===== src/rtl/mc_ctrl.sv =====
// mc_ctrl: multi-cycle main controller (FETCH/DECODE/EXEC/MEM/WB) for the single-issue MIPS core.
// Build option: define ILLEGAL_TRAP_EN to halt on an illegal instruction instead of retiring it as a NOP.
module mc_ctrl #(
    parameter int OPW    = 6,
    parameter int ALUOPW = 3
) (
    input  logic              clk,
    input  logic              rst,
    input  logic [31:0]       instr,
    input  logic              zero,
    input  logic              imem_ack,
    input  logic              dmem_ack,
    output logic              imem_req,
    output logic              IRWr,
    output logic              dmem_req,
    output logic              MemWr,
    output logic              RegWr,
    output logic [1:0]        WDSel,
    output logic [1:0]        RDSel,
    output logic              ALUSrc,
    output logic [ALUOPW-1:0] ALUOp,
    output logic              PCWr,
    output logic [1:0]        NPCSel,
    output logic              retire,
    output logic              illegal
);
    typedef enum logic [2:0] {FETCH, DECODE, EXEC, MEM, WB, HALT} state_t;

    localparam logic [OPW-1:0] OP_RTYPE = OPW'('h00);
    localparam logic [OPW-1:0] OP_J     = OPW'('h02);
    localparam logic [OPW-1:0] OP_JAL   = OPW'('h03);
    localparam logic [OPW-1:0] OP_BEQ   = OPW'('h04);
    localparam logic [OPW-1:0] OP_ADDIU = OPW'('h09);
    localparam logic [OPW-1:0] OP_ORI   = OPW'('h0d);
    localparam logic [OPW-1:0] OP_LUI   = OPW'('h0f);
    localparam logic [OPW-1:0] OP_LW    = OPW'('h23);
    localparam logic [OPW-1:0] OP_SW    = OPW'('h2b);

    localparam logic [OPW-1:0] FN_JR    = OPW'('h08);
    localparam logic [OPW-1:0] FN_ADDU  = OPW'('h21);
    localparam logic [OPW-1:0] FN_SUBU  = OPW'('h23);
    localparam logic [OPW-1:0] FN_AND   = OPW'('h24);
    localparam logic [OPW-1:0] FN_OR    = OPW'('h25);
    localparam logic [OPW-1:0] FN_SLT   = OPW'('h2a);

    localparam logic [ALUOPW-1:0] ALU_ADD = ALUOPW'(0);
    localparam logic [ALUOPW-1:0] ALU_SUB = ALUOPW'(1);
    localparam logic [ALUOPW-1:0] ALU_AND = ALUOPW'(2);
    localparam logic [ALUOPW-1:0] ALU_OR  = ALUOPW'(3);
    localparam logic [ALUOPW-1:0] ALU_SLT = ALUOPW'(4);
    localparam logic [ALUOPW-1:0] ALU_LUI = ALUOPW'(5);

    state_t            state;
    logic [OPW-1:0]    op;
    logic [OPW-1:0]    funct;
    logic              funct_alu;
    logic [ALUOPW-1:0] r_alu_op;
    logic              is_rtype, is_jr, is_itype, is_lw, is_sw, is_beq, is_j, is_jal, is_exec;

    // Only opcode and funct are kept; the register/immediate fields go to the datapath directly.
    logic unused_instr_bits;
    assign unused_instr_bits = ^instr[31-OPW:OPW];

    always_comb begin
        funct_alu = 1'b1;
        r_alu_op  = ALU_ADD;
        case (funct)
            FN_ADDU: r_alu_op = ALU_ADD;
            FN_SUBU: r_alu_op = ALU_SUB;
            FN_AND:  r_alu_op = ALU_AND;
            FN_OR:   r_alu_op = ALU_OR;
            FN_SLT:  r_alu_op = ALU_SLT;
            default: funct_alu = 1'b0;
        endcase
        is_rtype = (op == OP_RTYPE);
        is_jr    = is_rtype && (funct == FN_JR);
        is_itype = (op == OP_ADDIU) || (op == OP_ORI) || (op == OP_LUI);
        is_lw    = (op == OP_LW);
        is_sw    = (op == OP_SW);
        is_beq   = (op == OP_BEQ);
        is_j     = (op == OP_J);
        is_jal   = (op == OP_JAL);
        is_exec  = (is_rtype && (funct_alu || is_jr)) || is_itype || is_lw || is_sw || is_beq;
    end

    // NOTE: state registers use non-blocking assignments so every flop samples pre-edge values.
    always_ff @(posedge clk) begin
        if (!rst) begin
            state <= FETCH;
            op    <= '0;
            funct <= '0;
        end else begin
            case (state)
                FETCH: if (imem_ack) begin
                    op    <= instr[31 -: OPW];
                    funct <= instr[OPW-1:0];
                    state <= DECODE;
                end
                DECODE: begin
                    if (is_j)         state <= FETCH;
                    else if (is_jal)  state <= WB;
                    else if (is_exec) state <= EXEC;
                    else
`ifdef ILLEGAL_TRAP_EN
                        state <= HALT;
`else
                        state <= FETCH;
`endif
                end
                EXEC:    state <= (is_lw || is_sw) ? MEM : ((is_beq || is_jr) ? FETCH : WB);
                MEM:     if (dmem_ack) state <= is_lw ? WB : FETCH;
                WB:      state <= FETCH;
                HALT:    state <= HALT;
                default: state <= FETCH;
            endcase
        end
    end

    // NOTE: every output is defaulted first so paths that skip an assignment cannot infer a latch.
    always_comb begin
        imem_req = 1'b0;
        IRWr     = 1'b0;
        dmem_req = 1'b0;
        MemWr    = 1'b0;
        RegWr    = 1'b0;
        WDSel    = 2'd0;
        RDSel    = 2'd0;
        ALUSrc   = 1'b0;
        ALUOp    = ALU_ADD;
        PCWr     = 1'b0;
        NPCSel   = 2'd0;
        retire   = 1'b0;
        illegal  = 1'b0;
        if (rst) begin
            case (state)
                FETCH: begin
                    imem_req = 1'b1;
                    IRWr     = imem_ack;
                end
                DECODE: begin
                    if (is_j) begin
                        PCWr   = 1'b1;
                        NPCSel = 2'd2;
                        retire = 1'b1;
                    end
`ifndef ILLEGAL_TRAP_EN
                    else if (!is_jal && !is_exec) begin
                        PCWr   = 1'b1;
                        retire = 1'b1;
                    end
`endif
                end
                EXEC: begin
                    // beq and jr compare/forward register operands, so only I-type and lw/sw take imm32.
                    ALUSrc = is_itype || is_lw || is_sw;
                    if (is_rtype)                 ALUOp = r_alu_op;
                    else if (is_beq)              ALUOp = ALU_SUB;
                    else if (op == OP_ORI)        ALUOp = ALU_OR;
                    else if (op == OP_LUI)        ALUOp = ALU_LUI;
                    if (is_beq) begin
                        PCWr   = 1'b1;
                        NPCSel = zero ? 2'd1 : 2'd0;
                        retire = 1'b1;
                    end else if (is_jr) begin
                        PCWr   = 1'b1;
                        NPCSel = 2'd3;
                        retire = 1'b1;
                    end
                end
                MEM: begin
                    dmem_req = 1'b1;
                    MemWr    = is_sw;
                    if (dmem_ack && is_sw) begin
                        PCWr   = 1'b1;
                        retire = 1'b1;
                    end
                end
                WB: begin
                    RegWr  = 1'b1;
                    PCWr   = 1'b1;
                    retire = 1'b1;
                    if (is_jal) begin
                        WDSel  = 2'd2;
                        RDSel  = 2'd2;
                        NPCSel = 2'd2;
                    end else if (is_lw) begin
                        WDSel = 2'd1;
                        RDSel = 2'd1;
                    end else if (!is_rtype) begin
                        RDSel = 2'd1;
                    end
                end
                HALT: begin
`ifdef ILLEGAL_TRAP_EN
                    illegal = 1'b1;
`endif
                end
                default: ;
            endcase
        end
    end
endmodule

===== config.mk =====
export PLATFORM = sky130hd
export DESIGN_NAME = mc_ctrl
export DESIGN_NICKNAME = d
export VERILOG_FILES = /design/src/rtl/mc_ctrl.sv
export SDC_FILE = /design/constraint.sdc
export NUM_CORES = 1
export LEC_CHECK = 0
export CAP_MARGIN = 5
export CORE_UTILIZATION = 38
export CTS_CLUSTER_DIAMETER = 80
export DETAILED_ROUTE_END_ITERATION = 16
export HOLD_SLACK_MARGIN = 0.12
export MAX_ROUTING_LAYER = met4
export PLACE_DENSITY = 0.77
export SYNTH_ARGS = -nofsm -noshare
export SYNTH_HDL_FRONTEND = slang
export SYNTH_SLANG_ARGS = --single-unit

===== constraint.sdc =====
create_clock -name clk -period 1.7 [get_ports clk]
set_clock_uncertainty 0.15 [all_clocks]
set_input_delay 0.255 -clock clk [delete_from_list [all_inputs] [get_ports clk]]
set_output_delay 0.255 -clock clk [all_outputs]
set_load 0.03 [all_outputs]

# --- Yosys cells after proc, flatten, opt, wreduce, memory -nomap -nowiden ---
# Cells that the tools add are included.
# Widths: inputs -> output; s select.
classes:
  n_eq_ne: 21
  muxes: 52
  n_reduce_logical: 22
ops:
  columns: ["op", "count"]
  rows:
  - ["$eq 6x6->1 const B", 7]
  - ["$mux 3", 13]
  - ["$eq 6x4->1 const B", 4]
  - ["$mux 2", 12]
  - ["$mux 1", 23]
  - ["$pmux 3 s5", 1]
  - ["$eq 6x2->1 const B", 2]
  - ["$pmux 3 s4", 1]
  - ["$logic_or 1x1->1", 11]
  - ["$eq 3x2->1 const B", 2]
  - ["$eq 3x3->1 const B", 2]
  - ["$eq 6x3->1 const B", 1]
  - ["$logic_not 6->1", 1]
  - ["$pmux 2 s3", 1]
  - ["$reduce_or 5->1", 1]
  - ["$logic_and 1x1->1", 4]
  - ["$ne 2x2->1 const B", 2]
  - ["$pmux 1 s4", 1]
  - ["$reduce_and 2->1", 2]
  - ["$eq 3x1->1 const B", 1]
  - ["$logic_not 3->1", 1]
  - ["$logic_not 1->1", 2]
word_totals:
  register_bits: 15
  in_bits: 37
  out_inout_bits: 18
  wordCells: 98

# --- Depth between registers and ports, before layout ---
# Gate-level depths: netlist of run 1.
logic_depth:
  depth_word: 15
  mapped_depth: 7
  ltp_nobuf: 5

# --- Worst setup path before layout of run 1 ---
# No wires, ideal clock.
synth_path:
  kind: "reg2out"
  from: "register op[0]"
  to: "output port retire"
  t_arrival_ns: 2.024
  required_time_ns: 1.295
  slack_ns: -0.729
  stages_incl_launch_ff: 8
  path_buffers: 2
  path_cell_list: "dfxtp_1 > buf_6 > nor4_2 > nand4_1 > a21oi_1 > nor2_1 > a31oi_1 > buf_4"
synth_between:
  elab_chain_len: 14
  word_cells_on_any_way: 29
  cone_classes: "eq/ne: 8; mux: 7; reduce/logical: 14"
synth_rtl:
  columns: ["element", "line_no", "rtl"]
  rows:
  - ["start, declared", "54", "logic [OPW-1:0] op;"]
  - ["start signal, assigned", "95", "op <= instr[31 -: OPW];"]
  - ["$logic_not 6->1", "75", "is_rtype = (op == OP_RTYPE);"]
  - ["$logic_and 1x1->1", "76", "is_jr = is_rtype && (funct == FN_JR);"]
  - ["$logic_or 1x1->1", "83", "is_exec = (is_rtype && (funct_alu || is_jr)) || is_itype || is_lw || is_sw || is_beq;"]
  - ["$logic_and 1x1->1", "83", null]
  - ["$logic_or 1x1->1 (4 in series)", "83", null]
  - ["$logic_not 1->1", "147", "else if (!is_jal && !is_exec) begin"]
  - ["$logic_and 1x1->1", "147", null]
  - ["$mux 1 (2 in series)", null, null]
  - ["$pmux 1 s4 (*)", null, null]
  - ["$mux 1 (*)", null, null]
  - ["end, declared", "24", "output logic retire,"]
# Mark *: on every way between the ends. The rest lies on a longest branch, timed or not.

# --- Worst setup path after layout of run 1 ---
layout_path:
  from: "register op[0]"
  to: "output port retire"
layout_between:
  elab_chain_len: 14
  word_cells_on_any_way: 29
  cone_classes: "eq/ne: 8; mux: 7; reduce/logical: 14"
layout_rtl:
  columns: ["element", "line_no", "rtl"]
  rows:
  - ["$logic_not 6->1", "75", null]
  - ["$logic_and 1x1->1", "76", null]
  - ["$logic_or 1x1->1", "83", null]
  - ["$logic_and 1x1->1", "83", null]
  - ["$logic_or 1x1->1 (4 in series)", "83", null]
  - ["$logic_not 1->1", "147", null]
  - ["$logic_and 1x1->1", "147", null]
  - ["$mux 1", "147", null]
  - ["$mux 1", "141", "if (is_j) begin"]
  - ["$pmux 1 s4 (*)", "135", "case (state)"]
  - ["$mux 1 (*)", "134", "if (rst) begin"]
# Marks and branches as above.

==> metrics.txt, run 1 <==
status=complete, but fails checks; violated checks=setup timing; area leader, netlist=dfxtp_1; Net Sw Power=a little over 400 uW; MaxCap Viol Count=0; CTS tree=done; worst path cell trace=buf_8 > nor4_4 > buf_4 > nand2_1 > a21oi_1 > nor2_1 > a31oi_4 > buf_6; DRT iter0 DRCs=83; nets@finish=297; commonest non-fill, non-tap cells in the layout=buf_4, nand2_1, buf_6, clkdlybuf4s50_1, a21boi_0; post-route insts no fill=a little over 300; post-layout util=80.41%; clock slew at reported path FFs=about 0.090 ns; clk root buf=clkbuf_4; main area contributors after synthesis=dfxtp_1, nand2_1, a21boi_0, nand3_1, nor3_1; R2R Path End=state[2]; #FFs+latches synth=15; Routed wire per std cell=17.56 um; # fillers=200; fin crit share=137.5%; Synth-to-Final Area Change=98.59%; Setup CP Type=reg2out; critical path's slowest cell=dfxtp_2; Sink Count=15; DP Area=2011 sq um; Antenna Nets Post-Route=0; fraction of registers with async set/reset=0%; antenna violations before repair=0; final-report setup violation count=20; total track usage=30.86%; CORE AREA=3078 sq um; DRC=0; fin area=2475 sq um; Distinct cells, synth=between 50 and 60; xor-xnor portion of the synthesized cell area=1.406%; Register Area=319.1 sq um; hold path start=instr[29]; Initial Util=40.49%; DR vias/cell=approximately 5.5; Main synth FF type=dfxtp_1; switching share of power=between 30% and 40%; yosys warns=0; setup TNS=-6.457 ns; number of global-route vias before repair=1699; Max Freq=about 430 MHz; commonest non-fill, non-tap cell in the layout=buf_4; Post-DP HPWL=3.205 mm; Crit. End Element=output port; final setup margin=-0.6370 ns; FF-to-FF path depth=7; Post-Synthesis Cells=173; Clk network pwr share=18.4%; largest net degree at the start of global routing=13; RSZ-0062 raised after global routing=yes; Mapped Nets=210; Pins Over Slew Limit=0; R2R Setup Slk=-0.19 ns; cts hold-fix bufs=0; largest family of logic cells by synthesized area=simple AND/OR/NAND/NOR gates; Die Span Y=59.27 um; Hold Path Class=in2reg; Gate power share=46.1%; multiplexer share of the synthesized area=less than 1%; layout cells sized above 1=57.14%; pwr/cell area=458.6 nW/um^2; Endpoint, Worst Hold=op[3]; Mapped Avg Cell Area=7.203 sq um; Synth Area in Adders=0%; H-tree Lvls=1; synthesized cell area=between 1000 and 1500 sq um; WL final=5.321 mm; Hold Path Stages=3; Rows=20; Final Hold Fails=0; Cell Int Power=about 730 uW; I/O pins=55; gpl congestion=0.9301; CTS Buf Count=3; die area=between 3000 and 4000 sq um; Critical Path RT=~1.3 ns; Crit path largest cell delay=0.35 ns; total number of vias=1671; P_leak=roughly 0.00096 uW; CP arrival=about 1.9 ns; ANT cells=0; simple-gate share of the synthesized area=42.57%; CP max FO=5; Worst IR Drop VDD=0.0003484 V; port bufs=33; Seq/Total Area, Yosys=approximately a quarter; Pre-antenna DRT Iters=4; Worst-Skew Late Latency=0.28 ns; min Tclk post-route=2.337 ns; placed cell count=285; global-route wire length before repair=7.900 mm; GRT overflow=0; Synth Area in Compound Gates=a little over a fifth; Flop pwr share=35.5%; area of the multi-input gates=around 1100 sq um; die width=a little under 60 um; DP Worst Slack=-0.3752 ns; clk buf depth=2; worst reg2reg path startpoint=op[4]; CP startpoint kind=flip-flop; Post-synth EDFFs=0; Yosys top cell area share=24.10%
logic make-up (layout without fill, tap and decap cells):
logic type,count (synthesis),in the layout
buffers and inverters,20,106
AOI/OAI and AO/OA,39,39
muxes,1,1
xor gates and xnor gates,2,2
and+or+nand+nor,95,95
other,1,1
DFF,15,15
critical path: cells and delay by family (launching register included):
| kind | cells | cell delay [ns] |
|---|---|---|
| flops | 1 | 0.35 |
| simple gates | 3 | 0.45 |
| compound gates | 2 | 0.36 |
| buf+inv | 3 | 0.48 |
layout make-up:
type                       count  area share, %
tap                           44          2.224
multi-input combinational    138          46.11
clock inverter                 1         0.2022
clock buffer                   3         0.9100
timing repair buffer          95          36.40
inverter                       7          1.264
sequential                    15          12.89
stage by stage:
step,total power [uW],hold slack (ns)
detailed placement,818.1,0.3496
global route,1194,0.3560
finish,1135,0.3650
CTS,1090,0.3439
floorplan,627.0,0.2201
global placement,801.1,0.3472
what timing repair did:
item                                    in CTS  in global routing
resized for setup                           69                 19
endpoints found under the setup margin      19                 20
pin swaps                                   16                  3
buffers inserted                            11                  3
worst max path at each step:
stage	slack [ns]	cells after the start	start	to
final	-0.64	8	op[0]	retire
after global routing	-0.73	7	op[0]	retire
after global placement	-0.33	5	rst	ALUOp[2]
after floorplan	-0.31	5	op[0]	retire
after detailed placement	-0.38	5	rst	ALUOp[0]
after CTS	-0.57	6	op[4]	PCWr
synthesized netlist by cell type, types with 2 or more instances:
cell type and n:
nor2_1 11, a21boi_0 12, o22ai_1 3, a31oi_1 3
clkbuf_1 3, a211oi_1 2, buf_4 3, dfxtp_1 15
o21ai_0 3, nor3_1 9, buf_2 4, inv_1 6
nor4_1 4, a21oi_1 7, nand2_1 30, nor2b_1 5
nor3b_1 2, nand4b_1 2, nand3_1 11, and3_1 4
power by group through the flow:
stage	sequential, uW	combinational (uW)	clock, uW
floorplan	406	221	0
global placement	403	398	0
detailed placement	405	413	0
CTS	397	474	218
global route	406	556	233
finish	403	523	209
flip-flops by register name, summed over array words and instances, names as in the netlist:
register and cells:
op 6, funct 6, state 3
per-layer routing:
| metal | vias up | routed length [um] | global-route usage (%) |
|---|---|---|---|
| li1 | 786 | - | - |
| met1 | 783 | 1916 | 33.33 |
| met2 | 80 | 2942 | 55.70 |
| met3 | 22 | 256 | 3.930 |
| met4 | 0 | 206 | 13.95 |
| met5 | - | 0 | - |
Power figures use the tool's default switching activity.
==> run 2: changes to the inputs <==
CAP_MARGIN = 20   (was 5)
==> results of run 2 <==
The final DEF is identical to that of run 1; final timing and power are the same.
